$ cat config.mk
export PLATFORM = sky130hd
export DESIGN_NAME = pipe_ctrl
export DESIGN_NICKNAME = d
export VERILOG_FILES = /design/src/rtl/pipe_ctrl.sv
export SDC_FILE = /design/constraint.sdc
export NUM_CORES = 1
export LEC_CHECK = 0
export CORE_ASPECT_RATIO = 0.5
export CORE_MARGIN = 3
export CORE_UTILIZATION = 40
export CTS_BUF_LIST = sky130_fd_sc_hd__clkbuf_8 sky130_fd_sc_hd__clkbuf_16
export CTS_CLUSTER_DIAMETER = 40
export DETAILED_ROUTE_END_ITERATION = 7
export GPL_TIMING_DRIVEN = 0
export PLACE_DENSITY_LB_ADDON = 0.12
export SLEW_MARGIN = 20
export SYNTH_ARGS = -nofsm -noshare
export SYNTH_HDL_FRONTEND = slang
export SYNTH_SLANG_ARGS = --single-unit
$ cat constraint.sdc
create_clock -name clk -period 2.6 [get_ports clk]
set_input_delay 0.39 -clock clk [delete_from_list [all_inputs] [get_ports clk]]
set_output_delay 0.39 -clock clk [all_outputs]
set_load 0.1 [all_outputs]
$ cat src/rtl/pipe_ctrl.sv
// Pipeline control: priority stall resolution, branch redirect sequencing, stall watchdog.
// Optional performance counters are enabled by defining PIPE_CTRL_PERF_EN.
module pipe_ctrl #(
  parameter int ADDR_W   = 17,
  parameter int WD_LIMIT = 1024,
  parameter int WD_W     = 11
) (
  input  logic              clk,
  input  logic              rst,
  input  logic              stallreq_if,
  input  logic              stallreq_id,
  input  logic              stallreq_ex,
  input  logic              stallreq_mem,
  input  logic              branch_flag,
  input  logic [ADDR_W-1:0] branch_target,
  output logic [5:0]        stall,
  output logic              flush_if,
  output logic              flush_id,
  output logic              pc_redirect,
  output logic [ADDR_W-1:0] redirect_addr,
`ifdef PIPE_CTRL_PERF_EN
  output logic [31:0]       perf_stall_cnt,
  output logic [31:0]       perf_flush_cnt,
`endif
  output logic              hang
);

  typedef enum logic {RUN, WAIT_IF} state_t;

  localparam logic [WD_W-1:0] WD_MAX  = WD_W'(WD_LIMIT);
  localparam logic [WD_W-1:0] WD_LAST = WD_W'(WD_LIMIT - 1);

  state_t            state;
  logic [ADDR_W-1:0] tgt_q;
  logic [WD_W-1:0]   wd_cnt;
  logic [5:0]        base;
  logic              take_br;

  always_comb begin
    if (stallreq_mem)      base = 6'b011111;
    else if (stallreq_ex)  base = 6'b001111;
    else if (stallreq_id)  base = 6'b000111;
    else if (stallreq_if)  base = 6'b000011;
    else                   base = 6'b000000;
  end

  // A branch is only honoured when EX is not held; a held EX re-presents it later.
  assign take_br = (state == RUN) && branch_flag && !base[3];

  always_comb begin
    stall         = base;
    flush_if      = 1'b0;
    flush_id      = 1'b0;
    pc_redirect   = 1'b0;
    redirect_addr = '0;
    if (rst) begin
      stall = '0;
    end else if (state == WAIT_IF) begin
      stall    = base | 6'b000001;
      flush_if = 1'b1;
      if (!stallreq_if) begin
        pc_redirect   = 1'b1;
        redirect_addr = tgt_q;
      end
    end else if (take_br) begin
      flush_if = 1'b1;
      flush_id = 1'b1;
      if (!stallreq_if) begin
        pc_redirect   = 1'b1;
        redirect_addr = branch_target;
      end
    end
  end

  always_ff @(posedge clk or posedge rst) begin
    if (rst) begin
      state  <= RUN;
      tgt_q  <= '0;
      wd_cnt <= '0;
      hang   <= 1'b0;
    end else begin
      case (state)
        RUN: if (take_br && stallreq_if) begin
          tgt_q <= branch_target;
          state <= WAIT_IF;
        end
        WAIT_IF: if (!stallreq_if) state <= RUN;
        default: state <= RUN;
      endcase
      if (stall[0]) begin
        if (wd_cnt != WD_MAX) wd_cnt <= wd_cnt + 1'b1;
        if (wd_cnt == WD_LAST) hang <= 1'b1;
      end else begin
        wd_cnt <= '0;
      end
    end
  end

`ifdef PIPE_CTRL_PERF_EN
  always_ff @(posedge clk or posedge rst) begin
    if (rst) begin
      perf_stall_cnt <= '0;
      perf_flush_cnt <= '0;
    end else begin
      if (stall[0])    perf_stall_cnt <= perf_stall_cnt + 32'd1;
      if (pc_redirect) perf_flush_cnt <= perf_flush_cnt + 32'd1;
    end
  end
`endif

endmodule
### Word-level counts from Yosys, hierarchy flattened

Index checks and enable logic that the tools add are counted.
W data, S select, Z words.

| word-level totals | value |
|---|---|
| bits in registers | 30 |
| output and inout bits | 27 |
| word-level logic and storage cells | 40 |

| operators by class | value |
|---|---|
| add/subtract/negate cells | 1 |
| equality and inequality tests | 3 |
| mux-type cells | 25 |
| bitwise logic cells | 1 |
| reductions and logical operators | 6 |

Operators by type and width:

| operator | number |
|---|---|
| $mux W17 | 5 |
| $mux W11 | 2 |
| $mux W1 | 12 |
| $add A11 B1 Y11 const B | 1 |
| $eq A11 B10 Y1 const B | 1 |
| $ne A11 B11 Y1 const B | 1 |
| $mux W5 | 2 |
| $mux W4 | 1 |
| $reduce_and A2 Y1 | 2 |
| $logic_and A1 B1 Y1 | 3 |
| $mux W3 | 1 |
| $mux W2 | 1 |
| $ne A2 B1 Y1 const B | 1 |
| $pmux W1 S2 | 1 |
| $logic_not A1 Y1 | 1 |
| $not A1 Y1 | 1 |

### Depth between registers and ports, before layout

| depth | value |
|---|---|
| depth after elaboration | 9 |
| depth in mapped cells | 6 |
| mapped depth without buffers | 5 |

### Worst setup path after synthesis

Ideal clock, no wire load.

| timing | value |
|---|---|
| kind | input -> output |
| start point | input port rst |
| end point | output port redirect_addr[10] |
| data arrival time | 2905 ps |
| required time | 2210 ps |
| path slack | -695 ps |
| stages | 6 |
| path through | clkbuf_1 > inv_1 > and3_2 > clkbuf_1 > clkbuf_1 > a22o_1 |

| between the ends | value |
|---|---|
| word-level cells in the longest chain between the ends | 1 |

RTL lines:

| item | RTL line | RTL |
|---|---|---|
| start, declared | 9 | `input logic rst,` |
| $mux W17 | 56 | `if (rst) begin` |
| end, declared | 20 | `output logic [ADDR_W-1:0] redirect_addr,` |

Every way passes these cells.

### Final worst setup path

| timing | value |
|---|---|
| start point | register state |
| end point | output port flush_id |

| between the ends | value |
|---|---|
| word-level cells in the longest chain between the ends | 6 |

RTL lines:

| item | RTL line | RTL |
|---|---|---|
| start, declared | 33 | `state_t state;` |
| start signal, assigned | 77 | `state <= RUN;` |
| start signal, assigned | 85 | `state <= WAIT_IF;` |
| start signal, assigned | 87 | `WAIT_IF: if (!stallreq_if) state <= RUN;` |
| $not A1 Y1 | - |  |
| $logic_and A1 B1 Y1 (2 in series) | 48 | `assign take_br = (state == RUN) && branch_flag && !base[3];` |
| $mux W1 | 65 | `end else if (take_br) begin` |
| $mux W1 (*) | 58 | `end else if (state == WAIT_IF) begin` |
| $mux W1 (*) | 56 |  |
| end, declared | 18 | `output logic flush_id,` |

Every way passes the cells marked *; elsewhere a longest branch is shown, timed or not.

==> results.md <==
- Syn avg cell area: 11.1 um2
- Vias in the first global route: approximately 1300
- Slew @ Worst Pin: 0.969 ns
- Mapped Cells: 147
- ANT cells: 0
- Setup CP Type: flop to primary output
- Height of the die: between 50 and 60 um
- Clock Path Buffers: 2
- Placement Cell Area: 2210 um2
- Overflow after GRT: 0
- # rows: 15
- Core area: about 3700 um2
- Fmax: 399 MHz
- Fin nets: between 200 and 250
- Max Slew Vio Count: 0
- Status: finished clean
- Filler cells: roughly 290
- Internal Dissipation: slightly below 0.9 mW
- Final setup violating endpoints: 0
- Syn_nets: 173
- Die W: 96.3 um
- Final RePlAce weighted congestion: slightly above 0.8
- Worst skew pair latency: 0.28 ns
- Total die area: ~4900 um2
- Hpwl dp: between 2 and 3 mm
- Leading area contributor after synthesis: dfrtp_1
- Crit share post-route: 96.5%
- Delay-heaviest family, CP: buffers and inverters
- Worst Path Required: 2.21 ns
- Crit path DAT: 2.12 ns
- Post-route minimum period: 2.51 ns
- Hold Vio Cnt, Final: 0
- Comb power frac: 25.3%
- WP buf/inv: 1
- CTS tree: built
- H-tree Lvls: 2
- Antenna-violating nets left: 0
- Via Count: 1379
- Clk slew on worst S/H paths: roughly 0.060 ns
- Worst Path Max Fanout: 3
- P_sw: 0.381 mW
- Drt drc: 0
- Yosys warns: 0
- Starting Density: 44.5%
- Fin area: 2470 um2
- Dpl ws: -1.27 ns
- Pleak: around 1.2 nW
- Largest net degree at the start of global routing: 17
- Slew HR: a little over a third
- CTS Sinks: 30
- Non-Filler Instances: 262
- Synth Cell Area: between 1500 and 2000 um2
- Initial drt markers: 28
- Skew final: 0.00599 ns
- Worst Hold Class: input port to async pin
- Root Buffer: clkbuf_8
- Top post-synthesis cells by area: dfrtp_1 (46%), mux2_4 (9.2%), a22o_1 (9.1%)
- Clock Power Share: between 20% and 30%
- Clock buffer count from CTS: 5
- Switching Share: 30.3%
- Area delta synth->final: 51.6%
- Unique cell type count in the Yosys netlist: 38
- Wirelength per Cell: ~15 um
- Layout cell share with drive strength beyond 1: between 40 and 50%
- Ports: 51
- Post-Route WL: ~4.0 mm
- RSZ-0062 raised after global routing: no
- CP max stage cell: clkdlybuf4s15_1
- Sequential fraction of design power: 45.5%
- CP Launch Type: flop
- Crit path largest cell delay: 0.83 ns
- Max-Cap Viols: 0
- Initial antenna violation count: 0
- CP cell instances: or4b_4 -> nor2_1 -> clkdlybuf4s15_1
- Drt first pass iters: 4
- Crit end category: primary output
- Peak VDD IR: 0.288 mV
- Register area share after synthesis: 46.0%
- Final setup TNS: 0 ns
- Top-area cell type share of the netlist area: 46.0%
- Power Density: around 500 nW/um2
- Port Buf Inserts: 48
- Yosys reg bits: 30
- Tot GR Track Use: 18.0%
- Placed cells: 246
- Hold_ws: 0.318 ns
- Final worst slack: 0.0921 ns
- Vias per inst: ~5.3
- First-pass GRT wire length: 6.58 mm
[state kept, by name (all words and copies together), names as in the netlist]
name	flops
hang	1
state	1
tgt_q	17
wd_cnt	11
[cells in the final DEF, fill, tap and decap left out, drive strengths merged, types with 4 or more instances in the layout]
| master | Yosys | final |
|---|---|---|
| mux2 | 17 | 17 |
| clkbuf | 4 | 10 |
| nand4 | 5 | 5 |
| o21ai | 4 | 4 |
| nand3 | 4 | 4 |
| buf | 4 | 32 |
| dfrtp | 30 | 30 |
| clkdlybuf4s50 | 0 | 21 |
| a22o | 17 | 17 |
| nor2 | 9 | 9 |
| or3 | 5 | 5 |
| a21oi | 10 | 10 |
| inv | 11 | 10 |
[tightest hold or removal path, delay by kind of cell]
family | cells | cell delay (ns)
buffers and inverters | 3 | 0.58
[metrics by stage]
| step | utilization (%) | power [mW] |
|---|---|---|
| 2_1_floorplan | - | 0.791 |
| 3_3_place_gp | 60.5 | 0.871 |
| 3_5_place_dp | 60.5 | 0.878 |
| 4_1_cts | 67.2 | 1.27 |
| 5_1_grt | 67.5 | 1.32 |
| 6_report | 67.5 | 1.26 |
[layout make-up]
cell class / count / area, um2 / area share [%]
Clock buffer: 6 / 82.6 / 3.34
Timing Repair Buffer: 59 / 597 / 24.2
Tap cell: 51 / 63.8 / 2.58
Sequential cell: 30 / 751 / 30.4
Buffer: 6 / 56.3 / 2.28
Multi-Input combinational cell: 98 / 871 / 35.2
Inverter: 11 / 45.0 / 1.82
Timing Repair inverter: 1 / 5.00 / 0.203
[final timing paths]
| check | start | end | slack [ns] | depth (start not counted) |
|---|---|---|---|---|
| worst max-delay path | state | flush_id | 0.09 | 3 |
| worst min-delay path | rst | wd_cnt[10] | 0.32 | 3 |
| min in group clk | hang | hang | 0.48 | 2 |
| max in group asynchronous | rst | state | 1.88 | 2 |
| worst max register to register | wd_cnt[0] | wd_cnt[1] | 0.72 | 5 |
| worst min register to register | hang | hang | 0.48 | 2 |
[cell usage after synthesis]
cell	instances
dfrtp_1	30
a22o_1	17
inv_1	11
a21oi_1	10
mux2_4	10
nor2_1	9
mux2_2	7
nand4_1	5
clkbuf_1	4
nand3_1	4
o21ai_0	4
or3_1	4
o31ai_1	3
a31o_2	2
ha_1	2
nor3_1	2
or4_1	2
a211oi_1	1
a311o_1	1
and3_1	1
and3_2	1
buf_12	1
buf_2	1
buf_4	1
buf_6	1
conb_1	1
nand2_1	1
nor2b_1	1
nor3_2	1
nor4_1	1
nor4bb_1	1
o41ai_1	1
or2_1	1
or2_2	1
or3_2	1
or4b_4	1
xnor2_1	1
xor2_1	1
[timing repair]
item                       4_1_cts  5_1_grt
cloned                           2        0
resized for setup              147        7
pin swaps                        3        2
setup buffers                    9        1
setup endpoints to repair       25       22
hold buffers                     0        0
[logic make-up after synthesis]
| group | Yosys count | share of synthesized area [%] |
|---|---|---|
| other | 1 | 0.230 |
| AOI/OAI and AO/OA | 39 | 17.5 |
| adders and majority gates | 2 | 1.53 |
| DFF | 30 | 46.0 |
| muxes | 17 | 14.0 |
| xor gates and xnor gates | 2 | 1.07 |
| and+or+nand+nor | 37 | 13.4 |
| buffers and inverters | 19 | 6.14 |
[power groups by stage]
stage               Clock, mW  Sequential (mW)  Combinational (mW)
detailed placement          0            0.575               0.304
global route            0.403            0.579               0.335
global placement            0            0.570               0.301
CTS                     0.379            0.572               0.318
finish                  0.368            0.573               0.318
floorplan                   0            0.565               0.226
[routing by layer]
metal / wire (um) / global-route usage, %
met5: 0 / 0
met4: 46 / 7.08
met3: 210 / 5.74
met2: 1950 / 29.3
met1: 1820 / 22.2
(Power assumes the default switching activity.)
